$ cat src/rtl/matmul_ctrl_param.sv
// Sequencing controller for the matrix-multiply datapath: operand load gating,
// per-column MAC bursts, column write-back strobes, abort and job completion.
module matmul_ctrl_param #(
  parameter int N_COL = 4,
  parameter int N_MUL = 8,
  localparam int COL_W = (N_COL > 1) ? $clog2(N_COL) : 1,
  localparam int MUL_W = (N_MUL > 1) ? $clog2(N_MUL) : 1
) (
  input  logic             clk,
  input  logic             rst,
  input  logic             start_in,
  input  logic             xload_done,
  input  logic             aload_done,
  input  logic             abort,
  output logic             input_load_en,
  output logic             ALU_en,
  output logic             acc_clr,
  output logic [MUL_W-1:0] mul_idx,
  output logic [COL_W-1:0] col_idx,
  output logic             col_wr,
  output logic             busy,
  output logic             finish
);

  typedef enum logic [2:0] {
    IDLE = 3'd0,
    LOAD = 3'd1,
    MUL  = 3'd2,
    NEXT = 3'd3,
    DONE = 3'd4
  } state_t;

  localparam logic [MUL_W-1:0] MUL_LAST = MUL_W'(N_MUL - 1);
  localparam logic [COL_W-1:0] COL_LAST = COL_W'(N_COL - 1);

  state_t           state, state_n;
  logic [MUL_W-1:0] mul_n;
  logic [COL_W-1:0] col_n;
  logic             x_flag, a_flag, x_n, a_n;

  always_comb begin
    state_n = state;
    mul_n   = mul_idx;
    col_n   = col_idx;
    x_n     = x_flag;
    a_n     = a_flag;
    case (state)
      IDLE: begin
        mul_n = '0;
        col_n = '0;
        x_n   = 1'b0;
        a_n   = 1'b0;
        if (start_in) state_n = LOAD;
      end
      LOAD: begin
        // Flags plus the live inputs let simultaneous or staggered arrival advance.
        x_n = x_flag | xload_done;
        a_n = a_flag | aload_done;
        if (x_n && a_n) begin
          state_n = MUL;
          x_n     = 1'b0;
          a_n     = 1'b0;
        end
      end
      MUL: begin
        if (mul_idx == MUL_LAST) begin
          state_n = NEXT;
          mul_n   = '0;
        end else begin
          mul_n = mul_idx + MUL_W'(1);
        end
      end
      NEXT: begin
        if (col_idx == COL_LAST) begin
          state_n = DONE;
          col_n   = '0;
        end else begin
          state_n = MUL;
          col_n   = col_idx + COL_W'(1);
        end
      end
      DONE: begin
        state_n = IDLE;
        col_n   = '0;
      end
      default: begin
        state_n = IDLE;
        mul_n   = '0;
        col_n   = '0;
        x_n     = 1'b0;
        a_n     = 1'b0;
      end
    endcase
    if (abort && state != IDLE) begin
      state_n = IDLE;
      mul_n   = '0;
      col_n   = '0;
      x_n     = 1'b0;
      a_n     = 1'b0;
    end
  end

  // Outputs are registered from the next-state decode so they align with state.
  always_ff @(posedge clk or negedge rst) begin
    if (!rst) begin
      state         <= IDLE;
      mul_idx       <= '0;
      col_idx       <= '0;
      x_flag        <= 1'b0;
      a_flag        <= 1'b0;
      input_load_en <= 1'b0;
      ALU_en        <= 1'b0;
      acc_clr       <= 1'b0;
      col_wr        <= 1'b0;
      busy          <= 1'b0;
      finish        <= 1'b0;
    end else begin
      state         <= state_n;
      mul_idx       <= mul_n;
      col_idx       <= col_n;
      x_flag        <= x_n;
      a_flag        <= a_n;
      input_load_en <= (state_n == LOAD);
      ALU_en        <= (state_n == MUL);
      acc_clr       <= (state_n == MUL) && (mul_n == '0);
      col_wr        <= (state_n == NEXT);
      busy          <= (state_n != IDLE);
      finish        <= (state_n == DONE);
    end
  end

endmodule

$ cat config.mk
export PLATFORM = sky130hd
export DESIGN_NAME = matmul_ctrl_param
export DESIGN_NICKNAME = d
export VERILOG_FILES = /design/src/rtl/matmul_ctrl_param.sv
export SDC_FILE = /design/constraint.sdc
export NUM_CORES = 1
export LEC_CHECK = 0
export BUFFER_PORTS_ARGS = -buffer_cell sky130_fd_sc_hd__buf_2
export CORE_UTILIZATION = 50
export CTS_BUF_LIST = sky130_fd_sc_hd__clkbuf_4 sky130_fd_sc_hd__clkbuf_8
export DETAILED_ROUTE_END_ITERATION = 6
export HOLD_SLACK_MARGIN = 0.08
export PLACE_DENSITY = 0.85
export RECOVER_POWER = 50
export SETUP_SLACK_MARGIN = 0.1
export SYNTH_ARGS = -nofsm -noshare
export SYNTH_HDL_FRONTEND = slang
export SYNTH_SLANG_ARGS = --single-unit
$ cat constraint.sdc
create_clock -name clk -period 1.8 [get_ports clk]
set_clock_uncertainty 0.2 [all_clocks]
set_input_delay 0.09 -clock clk [delete_from_list [all_inputs] [get_ports clk]]
set_output_delay 0.09 -clock clk [all_outputs]
set_load 0.05 [all_outputs]
* Word-level counts from Yosys, hierarchy flattened
Index checks and enable logic that the tools add are counted.
Storage, ports and cells: output and inout bits 11, register bits after elaboration 16, word-level logic and storage cells 55, bits of input ports 6
Operators by class: add/subtract/negate cells 2, muxes and demuxes 18, reduce and logical (&&, ||, !) cells 10, eq/ne operators 12, bitwise operators 2
Operators with widths (count):
- $mux W3 | 7
- $eq A3 B2 Y1 const B | 4
- $pmux W3 S4 | 1
- $eq A3 B3 Y1 const B | 3
- $eq A3 B1 Y1 const B | 2
- $logic_not A3 Y1 | 2
- $pmux W3 S2 | 1
- $reduce_bool A3 Y1 | 2
- $reduce_or A3 Y1 | 2
- $mux W1 | 4
- $mux W2 | 2
- $ne A2 B1 Y1 const B | 2
- $pmux W1 S2 | 2
- $pmux W2 S2 | 1
- $add A3 B1 Y3 const B | 1
- $logic_and A1 B1 Y1 | 3
- $add A2 B1 Y2 const B | 1
- $eq A2 B2 Y1 const B | 1
- $or A1 B1 Y1 | 2
- $reduce_or A2 Y1 | 1

* Depth between registers and ports, before layout
Gate-level depths: netlist (run 1).
depth after elaboration 7, mapped depth 6, depth with buffers taken out 6

* Worst setup path before layout (run 1)
No wires, ideal clock.
path kind register to register, start register mul_idx[0], end register acc_clr, required time 1.475 ns, buffers on the path 0, setup slack -0.368 ns, period minus slack after synthesis 2.168 ns, stages on the path, launching flop included 6, setup time 0.125 ns, data arrival time 1.843 ns, cell sequence dfrtp_1 ha_1 ha_1 or4b_4 a31oi_4 nor3_2
On the way: cells in the longest elaborated chain, start to end 6, elaborated cells between the ends (all ways) 11, those cells by class add/sub: 1; eq/ne: 2; mux: 6; reduce/logical: 2
Ends and longest elaborated chain:
- from (decl) | RTL line 18 | output logic [MUL_W-1:0] mul_idx,
- from (signal assigned) | RTL line 119 | mul_idx <= mul_n;
- $add A3 B1 Y3 / $eq A3 B3 Y1 (equally long branches) | RTL line 70, 66
- $mux W3 (*) | RTL line 66 | if (mul_idx == MUL_LAST) begin
- $pmux W3 S2 (*) | RTL line 47 | case (state)
- $mux W3 (*) | RTL line 94 | if (abort && state != IDLE) begin
- net mul_n[1] | RTL line 37 | logic [MUL_W-1:0] mul_n;
- $logic_not A3 Y1 (*) | RTL line 125 | acc_clr <= (state_n == MUL) && (mul_n == '0);
- $logic_and A1 B1 Y1 (*) | RTL line 125
- to (signal assigned) | RTL line 125
- to (decl) | RTL line 17 | output logic acc_clr,
The timed path passes the listed nets; every way through them passes the cells marked *. A chain may end at the register's enable or synchronous reset.

* Final worst setup path (run 1)
start input abort, end register acc_clr
On the way: cells in the longest elaborated chain, start to end 4, elaborated cells between the ends (all ways) 6, those cells by class eq/ne: 1; mux: 2; reduce/logical: 3
Ends and longest elaborated chain:
- from (decl) | RTL line 14 | input logic abort,
- $logic_and A1 B1 Y1 | RTL line 94
- $mux W3 | RTL line 94
- net state_n[1] | RTL line 36 | state_t state, state_n;
- $eq A3 B2 Y1 | RTL line 125
- $logic_and A1 B1 Y1 | RTL line 125
The timed path passes the listed nets, and every way through them passes these cells.

==> impl_metrics.csv, run 1 <==
group,metric,value,unit
outcome,outcome,"finished, violations left",
outcome,violations,"setup timing",
grt,overflow,0,
sta,slew_headroom,60.9,%
hold_path,worstHoldStart,"x_flag",
logic_synthesis,synth_top_area_share,47.5,%
critical_path,arrival,1.86,ns
logic_synthesis,synth_edf_count,0,
clock_tree,cts-root-buf,"clkbuf_4",
logic_synthesis,synth.avg_cell_area,10.8,um2
logic_synthesis,synth.area.mux_share,3.71,%
logic_synthesis,synth_common_cells,"16 x dfrtp_1, 7 x nand2_1, 7 x nor2_1",
logic_synthesis,synth_ff_type,"dfrtp_1",
logic_synthesis,synth.top_cells.by_area,"dfrtp_1 47%, ha_1 4.5%, or4b_4 3.3%",
sta,setup_ws,-0.0423,ns
floorplanning,fp.dieH,43.1,um
critical_path,crit_fanout,4,
pwr,power_leakage,0.561,nW
logic_synthesis,synthArstFlopShare,100,%
final_layout,nFillCells,79,
routing,vias_per_cell,6.10,
sta,rsz0062_at_grt,"true",
final_layout,final_cells,136,
grt,grt_antenna_before_repair,0,
logic_synthesis,ys_warn_count,0,
routing,firstDrtPassIters,4,
logic_synthesis,synth_compound_area_share,16.0,%
clock_tree,htree_levels,1,
sta,tightest_slew,0.590,ns
routing,drt-initial-drc-count,38,
routing,wl,2.55,mm
critical_path,critPathMaxStageDelay,0.59,ns
logic_synthesis,synth_cells,78,
critical_path,start_kind,"primary input",
logic_synthesis,synthXorXnorAreaFrac,0,%
clock_tree,clock_latency,0.29,ns
grt,grt_pass1_wl,3.35,mm
logic_synthesis,ys_ff_latch,16,
logic_synthesis,yosys.area_share.simple,26.3,%
floorplanning,core_area,1540,um2
critical_path,crit_chain,"buf_2 -> dlygate4sd3_1 -> or4b_4 -> a2bb2o_4 -> nand4_2 -> nor3_2",
final_layout,syn_to_final_growth,51.0,%
place,dp.cells,116,
grt,grt.total_usage,24.8,%
sta,max_freq,543,MHz
routing,postRouteAntennaNets,0,
critical_path,r2r_start,"state[1]",
final_layout,fin_util,82.6,%
critical_path,crit_slowest_cell,"dlygate4sd3_1",
logic_synthesis,ys_seq_area_share,47.5,%
critical_path,r2r_slack,-0.03,ns
pwr,p_total,1.30,mW
routing,drc_errors,0,
logic_synthesis,synth_area_leader_cell,"dfrtp_1",
place,io_buffers,16,
final_layout,diodes,0,
floorplanning,dieWidth,43.1,um
critical_path,worstSetupPathType,"primary input to register",
floorplanning,die_area,1860,um2
floorplanning,rows,14,
clock_tree,numClockSinks,16,
logic_synthesis,netlist_area,843,um2
sta,drv_slew,0,
final_layout,multi_input_area,498,um2
critical_path,r2r_cells,6,
grt,grt_pass1_vias,746,
routing,vias,830,
place,dp_hpwl,1.42,mm
floorplanning,initial_core_util,54.7,%
logic_synthesis,synth_cell_types,34,
logic_synthesis,synthAdderAreaFrac,4.45,%
place,place_congestion,0.894,
pwr,max-vdd-ir-drop,0.567,mV
sta,final-setup-viol-count,3,
hold_path,holdPathStages,1,
critical_path,critPathRequiredTime,1.81,ns
final_layout,register_area,408,um2
sta,hold_slack,0.324,ns
clock_tree,clk_pin_slew,0.10,ns
sta,finalCriticalPeriod,1.84,ns
grt,grt_max_degree,17,
sta,hold_viol,0,
clock_tree,clockBufferDepth,2,
logic_synthesis,syn_nets,87,
logic_synthesis,synth_top_family_by_area,"simple AND/OR/NAND/NOR gates",
logic_synthesis,synth.most_common_cell,"dfrtp_1",
pwr,p_per_area,1020,nW/um2
floorplanning,pin_count,17,
clock_tree,cts_tree,"yes",
final_layout,final_nets,130,
final_layout,drive_gt1_share,45.8,%
clock_tree,cts_buffers,3,
hold_path,hold_end,"a_flag",
sta,finalCritPeriodShare,102,%
critical_path,reg2reg_to,"state[0]",
routing,wire_per_inst,18.7,um
flow_run,maxCapViolCount,0,
hold_path,hold_class,"register to register",
critical_path,cp-end-kind,"register",
[where the power goes]
group          internal, mW  switching (mW)  leakage [nW]
logic                 0.259           0.342         0.333
clock network         0.123           0.118        0.0210
registers             0.411          0.0501         0.207
total                 0.793           0.509         0.561
[flip-flops by register name (all words and copies together), names as in the netlist]
signal         count
state              3
busy               1
a_flag             1
ALU_en             1
col_idx            2
x_flag             1
col_wr             1
acc_clr            1
mul_idx            3
input_load_en      1
finish             1
[worst max-delay path by stage]
stage / start / end / slack [ns] / depth (start not counted)
after floorplan: mul_idx[1] / acc_clr / -0.12 / 5
after global placement: mul_idx[1] / acc_clr / 0.02 / 5
after detailed placement: mul_idx[1] / acc_clr / -0.02 / 5
after CTS: mul_idx[1] / acc_clr / -0.03 / 5
after global routing: state[1] / state[0] / -0.08 / 6
final: abort / acc_clr / -0.04 / 6
[through the flow]
| step | setup TNS [ns] | setup slack, ns | instance area [um2] |
|---|---|---|---|
| global placement | 0 | 0.0164 | 1040 |
| CTS | -0.0258 | -0.0258 | 1150 |
| global route | -0.224 | -0.0792 | 1270 |
| floorplan | -0.148 | -0.119 | 880 |
| finish | -0.0831 | -0.0423 | 1270 |
| detailed placement | -0.0152 | -0.0152 | 1040 |
[worst max-delay path, delay by kind of cell]
kind,cells,cell delay (ns)
buffers and inverters,2,0.69
AOI/OAI and AO/OA,1,0.25
and+or+nand+nor,3,0.82
[metal layers]
| metal | track usage, % | part of all wire (%) | vias up |
|---|---|---|---|
| li1 | - | - | 372 |
| met1 | 28.3 | 40 | 393 |
| met2 | 42.1 | 48 | 52 |
| met3 | 4.68 | 7.2 | 13 |
| met4 | 15.2 | 4.2 | 0 |
| met5 | 0 | 0 | - |
[kinds of logic after synthesis]
group           count (synthesis)
simple gates                   36
compound gates                 16
flops                          16
buf+inv                         4
mux                             3
fa+ha+maj                       3
[area by class of cell]
cell class / instances / area share, %
clock buffers: 4 / 2.85
repair buffers: 42 / 24.5
flip-flops and latches: 16 / 32.0
well taps: 16 / 1.57
multi-input cells: 58 / 39.1
[cell usage in the layout (no fill, tap or decap), drive strengths merged, types with 2 or more instances in the layout]
master and count:
buf 27, dfrtp 16, clkbuf 13, nor2 7
nand2 7, dlygate4sd3 6, nor3 5, nor2b 4
a21oi 3, ha 3, or4b 2, mux2i 2
nand3b 2, a31oi 2, or3b 2, a22oi 2
o21ai 2
[what timing repair did]
action / CTS / global route
pin swaps: 0 / 8
setup buffers: 1 / 9
hold buffers: 6 / 2
endpoints found under the setup margin: 4 / 12
resized for setup: 2 / 12
gates cloned: 0 / 0
endpoints found under the hold margin: 25 / 22
Power figures use the tool's default switching activity.
==> run 2, diff against run 1 <==
--- a/config.mk
+++ b/config.mk
@@ -11,7 +11,6 @@
 export DETAILED_ROUTE_END_ITERATION = 6
 export HOLD_SLACK_MARGIN = 0.08
 export PLACE_DENSITY = 0.85
-export RECOVER_POWER = 50
 export SETUP_SLACK_MARGIN = 0.1
 export SYNTH_ARGS = -nofsm -noshare
 export SYNTH_HDL_FRONTEND = slang
==> impl_metrics.csv, run 2 (synthesis gave the netlist of run 1 again) <==
group,metric,value,unit
clock_tree,cts-root-buf,"clkbuf_4",
routing,firstDrtPassIters,4,
place,io_buffers,16,
clock_tree,numClockSinks,16,
sta,final-setup-viol-count,3,
routing,vias,831,
sta,finalCriticalPeriod,1.84,ns
pwr,max-vdd-ir-drop,0.578,mV
final_layout,multi_input_area,498,um2
outcome,outcome,"finished, violations left",
clock_tree,htree_levels,1,
clock_tree,clk_pin_slew,0.10,ns
sta,rsz0062_at_grt,"true",
final_layout,register_area,408,um2
critical_path,crit_family,"simple AND/OR/NAND/NOR gates",
critical_path,start_kind,"primary input",
floorplanning,fp.dieH,43.1,um
sta,finalCritPeriodShare,102,%
clock_tree,clock_latency,0.29,ns
final_layout,final_cell_mix,"16 x buf_2, 14 x buf_4, 10 x dfrtp_1",
grt,grt_pass1_vias,746,
grt,grt_antenna_before_repair,0,
outcome,violations,"setup timing",
sta,drv_slew,0,
final_layout,reg_top3,"mul_idx x3, state x3, col_idx x2",
critical_path,crit_fanout,4,
place,dp_hpwl,1.42,mm
floorplanning,core_area,1540,um2
clock_tree,cts_tree,"yes",
floorplanning,rows,14,
final_layout,final_nets,130,
critical_path,cp-end-kind,"register",
critical_path,critPathRequiredTime,1.81,ns
sta,setup_ws,-0.0412,ns
final_layout,fin_area,1280,um2
critical_path,crit_slowest_cell,"dlygate4sd3_1",
grt,grt_max_degree,17,
final_layout,nFillCells,73,
routing,wl,2.58,mm
pwr,p_per_area,1020,nW/um2
grt,overflow,0,
grt,met2_usage,42.1,%
clock_tree,clockBufferDepth,2,
routing,drt-initial-drc-count,35,
floorplanning,dieWidth,43.1,um
flow_run,maxCapViolCount,0,
sta,tightest_slew,0.358,ns
critical_path,arrival,1.86,ns
final_layout,syn_to_final_growth,52.2,%
floorplanning,die_area,1860,um2
grt,grt.total_usage,24.8,%
hold_path,hold_class,"register to register",
routing,vias_per_cell,6.11,
grt,grt.met3_usage,4.68,%
sta,slew_headroom,76.1,%
place,place_area,1040,um2
routing,drc_errors,0,
routing,postRouteAntennaNets,0,
grt,grt_pass1_wl,3.35,mm
final_layout,fin_util,83.3,%
grt,met1_usage,28.3,%
critical_path,path_buf_inv,2,
critical_path,critPathMaxStageDelay,0.59,ns
critical_path,worstSetupPathType,"primary input to register",
place,place_congestion,0.894,
critical_path,crit_chain,"buf_2 -> dlygate4sd3_1 -> or4b_4 -> a2bb2o_4 -> nand4_2 -> nor3_2",
clock_tree,cts_buffers,3,
critical_path,r2r_slack,-0.04,ns
routing,wire_per_inst,19.0,um
final_layout,diodes,0,
final_layout,drive_gt1_share,52.5,%
sta,hold_viol,0,
sta,max_freq,543,MHz
floorplanning,pin_count,17,
grt,top_usage_layer,"met2",
pwr,p_total,1.31,mW
floorplanning,initial_core_util,54.7,%
final_layout,mostFrequentLayoutCell,"buf_2",
pwr,power_leakage,0.593,nW
[run 2: changes by cell type in the layout (fill, tap and decap cells not counted), sizes merged]
cell / before / now
clkbuf: 13 / 4
buf: 27 / 36
[run 2: stage by stage]
stage / setup TNS (ns) / instances / setup slack, ns / hold WS, ns
4_1_cts: -0.0258 / 127 / -0.0258 / 0.311
5_1_grt: -0.224 / 136 / -0.0792 / 0.341
6_report: -0.0930 / 136 / -0.0412 / 0.327
3_3_place_gp: 0 / 116 / 0.0164 / -0.186
3_5_place_dp: -0.0152 / 116 / -0.0152 / -0.183
2_1_floorplan: -0.148 / 78 / -0.119 / -0.406
[run 2: worst reg2reg max path, delay by kind of cell, from the launching register on]
family / cells / cell delay [ns]
mux: 1 / 0.28
buf+inv: 2 / 0.29
compound gates: 2 / 0.47
simple gates: 1 / 0.05
flops: 1 / 0.46
[run 2: path summary, 6_finish.rpt]
kind                         endpoint  depth (start not counted)     start
min in group asynchronous      x_flag                          3       rst
max in group asynchronous  mul_idx[1]                          3       rst
max reg2reg                  state[0]                          6  state[1]
min                            a_flag                          1    x_flag
min reg2reg                    a_flag                          1    x_flag
max                           acc_clr                          6     abort
[run 2: what timing repair did]
| item | in CTS | in global routing |
|---|---|---|
| gates resized for setup | 2 | 12 |
| hold endpoints to repair | 25 | 22 |
| pin swaps | 0 | 8 |
| hold buffers | 6 | 2 |
| endpoints found under the setup margin | 4 | 12 |
| setup buffers | 1 | 9 |
[run 2: layout make-up]
| type | instances | area share, % |
|---|---|---|
| Timing Repair Buffer | 42 | 25.0 |
| Multi-Input combinational cell | 58 | 38.8 |
| Tap cell | 16 | 1.56 |
| Sequential cell | 16 | 31.8 |
| Clock buffer | 4 | 2.83 |
[run 2: metal layers]
layer	up-vias	share of wire, %
li1	370	-
met1	404	43
met2	47	49
met3	10	5.3
met4	0	3.3
met5	-	0
[run 2: where the power goes]
| part | internal, mW | switching, mW |
|---|---|---|
| combinational | 0.267 | 0.342 |
| clock | 0.123 | 0.118 |
| sequential | 0.411 | 0.0519 |
| total | 0.802 | 0.512 |
